$ cat src/rtl/spi_txn_arbiter.sv
// spi_txn_arbiter
// Shares one SPI register-access controller between two requesters
// (A = UART command path, B = on-chip requester). Round-robin grant on
// contention, one-cycle start pulse toward the controller, then waits for the
// completion pulse or a timeout and reports back to the granted port.
// Every output is driven straight from a register.

module spi_txn_arbiter #(
    parameter int SPI_ADDR_WIDTH = 6,
    parameter int SPI_DATA_WIDTH = 20,
    parameter int TIMEOUT_CYCLES = 1024
) (
    input  logic                      i_clk_sys,
    input  logic                      i_rst,
    input  logic                      i_req_a,
    input  logic                      i_rw_a,
    input  logic [SPI_ADDR_WIDTH-1:0] i_addr_a,
    input  logic [SPI_DATA_WIDTH-1:0] i_wdata_a,
    input  logic                      i_req_b,
    input  logic                      i_rw_b,
    input  logic [SPI_ADDR_WIDTH-1:0] i_addr_b,
    input  logic [SPI_DATA_WIDTH-1:0] i_wdata_b,
    output logic                      o_ack_a,
    output logic                      o_done_a,
    output logic                      o_err_a,
    output logic [SPI_DATA_WIDTH-1:0] o_rdata_a,
    output logic                      o_ack_b,
    output logic                      o_done_b,
    output logic                      o_err_b,
    output logic [SPI_DATA_WIDTH-1:0] o_rdata_b,
    output logic                      o_spi_start,
    output logic                      o_spi_rw,
    output logic [SPI_ADDR_WIDTH-1:0] o_spi_addr,
    output logic [SPI_DATA_WIDTH-1:0] o_spi_data,
    input  logic                      i_spi_data_valid,
    input  logic [SPI_DATA_WIDTH-1:0] i_spi_data,
    output logic                      o_busy
);

    // The WAIT counter only has to reach TIMEOUT_CYCLES-1, where it stops.
    localparam int                CNT_W    = $clog2(TIMEOUT_CYCLES);
    localparam logic [CNT_W-1:0]  CNT_LAST = CNT_W'(TIMEOUT_CYCLES - 1);

    typedef enum logic [1:0] {
        IDLE  = 2'd0,
        ISSUE = 2'd1,
        WAIT  = 2'd2
    } state_t;

    // Requester fields gathered into index-able vectors; index 0 = A, 1 = B.
    logic [1:0]                     req;
    logic [1:0]                     rw;
    logic [1:0][SPI_ADDR_WIDTH-1:0] addr;
    logic [1:0][SPI_DATA_WIDTH-1:0] wdata;

    assign req   = {i_req_b, i_req_a};
    assign rw    = {i_rw_b, i_rw_a};
    assign addr  = {i_addr_b, i_addr_a};
    assign wdata = {i_wdata_b, i_wdata_a};

    state_t                    state_reg, state_next;
    logic                      last_grant_reg, last_grant_next;   // port granted most recently
    logic                      owner_reg, owner_next;             // port owning the current transaction
    logic [CNT_W-1:0]          cnt_reg, cnt_next;
    logic                      spi_start_reg, spi_start_next;
    logic                      spi_rw_reg, spi_rw_next;
    logic [SPI_ADDR_WIDTH-1:0] spi_addr_reg, spi_addr_next;
    logic [SPI_DATA_WIDTH-1:0] spi_data_reg, spi_data_next;
    logic                      busy_reg;

    // Decodes shared with the per-port output registers.
    logic grant;        // a request is accepted this cycle
    logic winner;       // port that wins arbitration
    logic finish;       // transaction completes this cycle
    logic timeout_hit;  // completion is due to timeout

    // State and shared output registers.
    always_ff @(posedge i_clk_sys) begin
        if (i_rst) begin
            state_reg      <= IDLE;
            last_grant_reg <= 1'b1;
            owner_reg      <= 1'b0;
            cnt_reg        <= '0;
            spi_start_reg  <= 1'b0;
            spi_rw_reg     <= 1'b0;
            spi_addr_reg   <= '0;
            spi_data_reg   <= '0;
            busy_reg       <= 1'b0;
        end else begin
            state_reg      <= state_next;
            last_grant_reg <= last_grant_next;
            owner_reg      <= owner_next;
            cnt_reg        <= cnt_next;
            spi_start_reg  <= spi_start_next;
            spi_rw_reg     <= spi_rw_next;
            spi_addr_reg   <= spi_addr_next;
            spi_data_reg   <= spi_data_next;
            busy_reg       <= (state_next != IDLE);
        end
    end

    // Next-state logic: arbitration in IDLE, start in ISSUE, completion/timeout in WAIT.
    always_comb begin
        state_next      = state_reg;
        last_grant_next = last_grant_reg;
        owner_next      = owner_reg;
        cnt_next        = cnt_reg;
        spi_start_next  = 1'b0;
        spi_rw_next     = spi_rw_reg;
        spi_addr_next   = spi_addr_reg;
        spi_data_next   = spi_data_reg;
        grant           = 1'b0;
        finish          = 1'b0;
        timeout_hit     = 1'b0;
        // A lone request wins outright; on contention the port not granted last wins.
        winner          = (req[0] && req[1]) ? ~last_grant_reg : req[1];

        case (state_reg)
            IDLE: begin
                if (|req) begin
                    grant           = 1'b1;
                    owner_next      = winner;
                    last_grant_next = winner;
                    spi_rw_next     = rw[winner];
                    spi_addr_next   = addr[winner];
                    spi_data_next   = wdata[winner];
                    state_next      = ISSUE;
                end
            end
            ISSUE: begin
                spi_start_next = 1'b1;
                cnt_next       = '0;
                state_next     = WAIT;
            end
            WAIT: begin
                // A completion on the terminal cycle still counts as success.
                if (i_spi_data_valid) begin
                    finish     = 1'b1;
                    state_next = IDLE;
                end else if (cnt_reg == CNT_LAST) begin
                    finish      = 1'b1;
                    timeout_hit = 1'b1;
                    state_next  = IDLE;
                end else begin
                    cnt_next = cnt_reg + CNT_W'(1);
                end
            end
            default: begin
                state_next = IDLE;
            end
        endcase
    end

    // Per-port response registers: ack, done, err and the read-data holding register.
    for (genvar gi = 0; gi < 2; gi++) begin : g_port
        localparam logic PORT = 1'(gi);

        logic                      ack_reg;
        logic                      done_reg;
        logic                      err_reg;
        logic [SPI_DATA_WIDTH-1:0] rdata_reg;

        // Pulses are one cycle wide; rdata only moves on a successful read.
        always_ff @(posedge i_clk_sys) begin
            if (i_rst) begin
                ack_reg   <= 1'b0;
                done_reg  <= 1'b0;
                err_reg   <= 1'b0;
                rdata_reg <= '0;
            end else begin
                ack_reg  <= grant && (winner == PORT);
                done_reg <= finish && (owner_reg == PORT);
                err_reg  <= finish && timeout_hit && (owner_reg == PORT);
                if (finish && !timeout_hit && spi_rw_reg && (owner_reg == PORT)) begin
                    rdata_reg <= i_spi_data;
                end
            end
        end
    end

    assign o_ack_a     = g_port[0].ack_reg;
    assign o_done_a    = g_port[0].done_reg;
    assign o_err_a     = g_port[0].err_reg;
    assign o_rdata_a   = g_port[0].rdata_reg;
    assign o_ack_b     = g_port[1].ack_reg;
    assign o_done_b    = g_port[1].done_reg;
    assign o_err_b     = g_port[1].err_reg;
    assign o_rdata_b   = g_port[1].rdata_reg;
    assign o_spi_start = spi_start_reg;
    assign o_spi_rw    = spi_rw_reg;
    assign o_spi_addr  = spi_addr_reg;
    assign o_spi_data  = spi_data_reg;
    assign o_busy      = busy_reg;

endmodule

$ cat config.mk
export PLATFORM = sky130hd
export DESIGN_NAME = spi_txn_arbiter
export DESIGN_NICKNAME = d
export VERILOG_FILES = /design/src/rtl/spi_txn_arbiter.sv
export SDC_FILE = /design/constraint.sdc
export NUM_CORES = 1
export LEC_CHECK = 0
export CAP_MARGIN = 10
export CORE_ASPECT_RATIO = 0.6
export CORE_MARGIN = 2
export CORE_UTILIZATION = 40
export DETAILED_ROUTE_END_ITERATION = 12
export PLACE_DENSITY = 0.77
export SKIP_CTS_REPAIR_TIMING = 1
export SYNTH_ARGS = -nofsm -noshare
export SYNTH_HDL_FRONTEND = slang
export SYNTH_SLANG_ARGS = --single-unit
$ cat constraint.sdc
create_clock -name i_clk_sys -period 3.2 [get_ports i_clk_sys]
set_input_delay 0.64 -clock i_clk_sys [delete_from_list [all_inputs] [get_ports i_clk_sys]]
set_output_delay 0.64 -clock i_clk_sys [all_outputs]
set_load 0.03 [all_outputs]
After elaboration in Yosys (flattened, before gate mapping)
Index checks and enable logic that the tools add are counted.

Register bits: 89. Input port bits: 79. Output and inout port bits: 75.

Bitwise gates (word level): 3. Order comparisons: 1. Equal/unequal tests: 5. Add/subtract/negate cells: 1. Reductions and logical operators: 19. Mux-type cells: 22.

Operator list (count): $mux W20 (2); $mux W10 (2); $pmux W10 S2 (1); $logic_and A1 B1 Y1 (12); $mux W6 (2); $mux W1 (11); $add A10 B1 Y10 const B (1); $eq A10 B10 Y1 const B (1); $mux W2 (3); $pmux W2 S3 (1); $ne A2 B2 Y1 const B (2); $reduce_bool A2 Y1 (2); $not A1 Y1 (3); $reduce_and A3 Y1 (1); $eq A2 B1 Y1 const B (1); $eq A2 B2 Y1 const B (1); $logic_not A2 Y1 (1); $lt A1 B2 Y1 const B (1); $reduce_and A2 Y1 (1); $reduce_or A2 Y1 (1); $logic_not A1 Y1 (1).

Longest topological paths before layout
Depth after elaboration: 8. Mapped depth: 6.

Least setup slack after synthesis
Ideal clock, no wire load.

Path type: input port to flip-flop. Start point: input i_spi_data_valid. End point: register cnt_reg[7]. Arrival: 1.630 ns. Cell stages on the path: 4. Setup slack: 1.495 ns. Path through: nor3b_4 > o31ai_4 > or4_1 > o22ai_1.

Longest elaborated chain between the ends: 2.

Ends and longest elaborated chain: start, declared (line 35) `input logic i_spi_data_valid,`; $ne A2 B2 Y1 (no line); $reduce_and A3 Y1 (no line); end signal, assigned (line 93) `cnt_reg <= cnt_next;`; end, declared (line 64) `logic [CNT_W-1:0] cnt_reg, cnt_next;`.

No other way between the ends. A chain may end at the register's enable or synchronous reset.

Worst setup path after layout
Start point: input i_spi_data_valid. End point: register g_port[0].rdata_reg[14], in the netlist o_rdata_a[14].

Longest elaborated chain between the ends: 6.

Ends and longest elaborated chain: $mux W1 (line 137) `if (i_spi_data_valid) begin`; $mux W1 (line 118) `case (state_reg)`; $logic_not A1 Y1 (line 174) `if (finish && !timeout_hit && spi_rw_reg && (owner_reg == PORT)) begin`; $logic_and A1 B1 Y1 * (3 in a row) (line 174); end signal, assigned (line 175) `rdata_reg <= i_spi_data;`; end, declared (line 161) `logic [SPI_DATA_WIDTH-1:0] rdata_reg;`.

Every way passes the cells marked *; elsewhere a longest branch is shown, timed or not.

==> out/results.txt <==
Port Buffers: 153
Worst slack at placement: 0.694 ns
Vias per cell: 5.29
Slowest-stage cell, CP: or3_1
Starting DRT DRC Count: 290
Clock transition at path regs: 0.06 ns
Critical path class: in -> reg
RSZ-0062 raised after global routing: false
DRC viols: 0
Largest net degree at the start of global routing: 41
Yosys warns: 0
Setup TNS: 0 ns
Gr usage total: 21.0%
#FFs+latches synth: 89
Final nets: 598
Top cell type's share of synthesized area: 53.2%
Via count: 3341
Post-detail-place hpwl: 7.09 mm
Routed len/inst: 15.3 µm
WP data required: 3.41 ns
Die Span X: 122 µm
Max-cap violations: 0
Synth cell types: 44
Top post-synthesis cells by area: dfxtp_1, nand2_1, a222oi_1
Endpoint type of the worst setup path: flip-flop
Area of the multi-input gates: 0.00145 mm²
Leak: 1.84 nW
Drt total wl: 9.67 mm
Finished Cell Area: 0.00528 mm²
Total nets after synthesis: 454
Final worst slack: 1.01 ns
Final Hold Fails: 0
Total gr overflow: 0
Max Clk Rate: 0.458 GHz
Worst Hold Class: reg -> reg
Share of layout cells above drive strength 1: 6.88%
Routability congestion estimate: 0.857
Die Ht: 74.9 µm
Async S/R FF share, synth: 0%
Crit path max-delay family: simple AND/OR/NAND/NOR gates
# diodes: 0
Num rows: 25
Clock Path Buffers: 2
Post-Syn Area per Cell: 8.95 µm²
Worst setup SP type: input pin
First-pass iteration count of the detailed router: 7
Post-DRT Antenna Nets: 0
Initial Util: 41.8%
Max_slew headroom: 31.0%
Cell mode on critical path: nand2_1
Die Area: 0.00914 mm²
Mapped Cells: 374
Min cycle time layout: 2.19 ns
Setup violations, final: 0
CORE AREA: 0.00801 mm²
Clk_skew: 0.00626 ns
First-pass GRT wire length: 14.8 mm
Slew Limit Fails: 0
# fillers: 670
Count of flip-flops with a built-in enable after synthesis: 0
Worst path max stage delay: 0.65 ns
Sequential fraction of the synthesis area: 53.2%
Reg area: 0.00178 mm²
Fin crit share: 68.3%
Outcome: completed
Synth Cell Area: 0.00335 mm²
Max VDD drop: 300 µV
CP max FO: 20
CP Cell Sequence: clkdlybuf4s50_1 > nand2_1 > or3_1 > nand2_1 > a21oi_1
Initial antenna violation count: 0
TritonCTS buffer count: 9
Ys flop type: dfxtp_1
Buffers & Inverters on Critical Path: 1
CTS tree: yes
Worst-Skew Late Latency: 0.33 ns
Yosys top cell by area: dfxtp_1
Worst endpoint data arrival time: 2.40 ns
H-tree lvl count: 3
Root Driver: clkbuf_16
CTS Sinks: 89
# IOs: 154
Power density over cell area: 508 mW/mm²
Worst slew pin tran: 1.04 ns
Synth-to-Final Area Change: 57.7%
Vias in the first global route: 3067
Placed instance area: 0.00496 mm²
==> cell usage after synthesis, drive strengths merged, types with 2 or more instances <==
cell / instances
nor3: 7
a21oi: 44
clkbuf: 20
or3: 7
nand2b: 4
and3: 3
nand3: 7
a222oi: 26
buf: 8
or4: 2
nor2: 32
a211o: 2
o21ai: 2
and2b: 2
o211ai: 2
a2111oi: 2
mux2i: 2
a31oi: 2
dfxtp: 89
nand2: 91
inv: 3
==> per-layer routing <==
metal	GRT usage, %	part of all wire [%]	wire length (µm)	up-vias
met2	34.6	47	4580	137
met5	0	0	0	-
li1	-	-	-	1627
met4	7.79	1.5	148	0
met1	25.0	41	4000	1565
met3	8.64	9.7	940	12
==> area by class of cell <==
cell class                      instances  share of cell area (%)
Sequential cell                        89                    33.7
Multi-Input combinational cell        254                    27.5
Timing Repair Buffer                  161                    30.0
Clock buffer                           12                    5.05
Tap cell                              108                    2.56
Inverter                                3                   0.213
Clock inverter                          4                   0.948
==> metrics by stage <==
stage               cells  power [mW]  util (%)  hold slack, ns
floorplan             374        1.41         -           0.444
detailed placement    615        1.63      62.0           0.447
CTS                   631        2.71      66.0           0.455
global route          631        2.78      66.0           0.473
finish                631        2.68      66.0           0.453
global placement      615        1.62      62.0           0.441
==> power by group <==
part           internal (mW)  switching (mW)  total [mW]
combinational          0.206           0.218       0.424
sequential              1.15          0.0277        1.18
clock                  0.667           0.410        1.08
total                   2.03           0.656        2.68
==> logic make-up after synthesis <==
kind of cell,synth area share (%)
flops,53.2
mux,0.598
compound gates,20.3
buf+inv,3.89
simple gates,21.6
fa+ha+maj,0.374
==> layout by cell type (no fill, tap or decap), drive strengths merged, types with 3 or more instances in the layout <==
cell type,n
nor2,32
and3,3
nand2b,4
or3,7
nand2,91
dfxtp,89
a21oi,44
nor3,7
a222oi,26
nand3,7
clkdlybuf4s50,152
clkbuf,12
buf,9
inv,3
==> tightest hold or removal path: stages (launching register included) <==
cell and delay [ns]:
dfxtp_1 0.30, nand2_1 0.05, a21oi_1 0.05
==> worst paths after layout <==
kind                                   start                    endpoint  slack [ns]  cells past startpoint
hold / removal    o_rdata_b[19]$_SDFFE_PP0P_  o_rdata_b[19]$_SDFFE_PP0P_        0.45                      2
setup reg to reg     state_reg[0]$_SDFF_PP0_  o_spi_addr[0]$_SDFFE_PP0P_        1.32                      4
hold reg to reg   o_rdata_b[19]$_SDFFE_PP0P_  o_rdata_b[19]$_SDFFE_PP0P_        0.45                      2
setup / recovery            i_spi_data_valid  o_rdata_a[14]$_SDFFE_PP0P_        1.01                      5
Power figures use the tool's default switching activity.
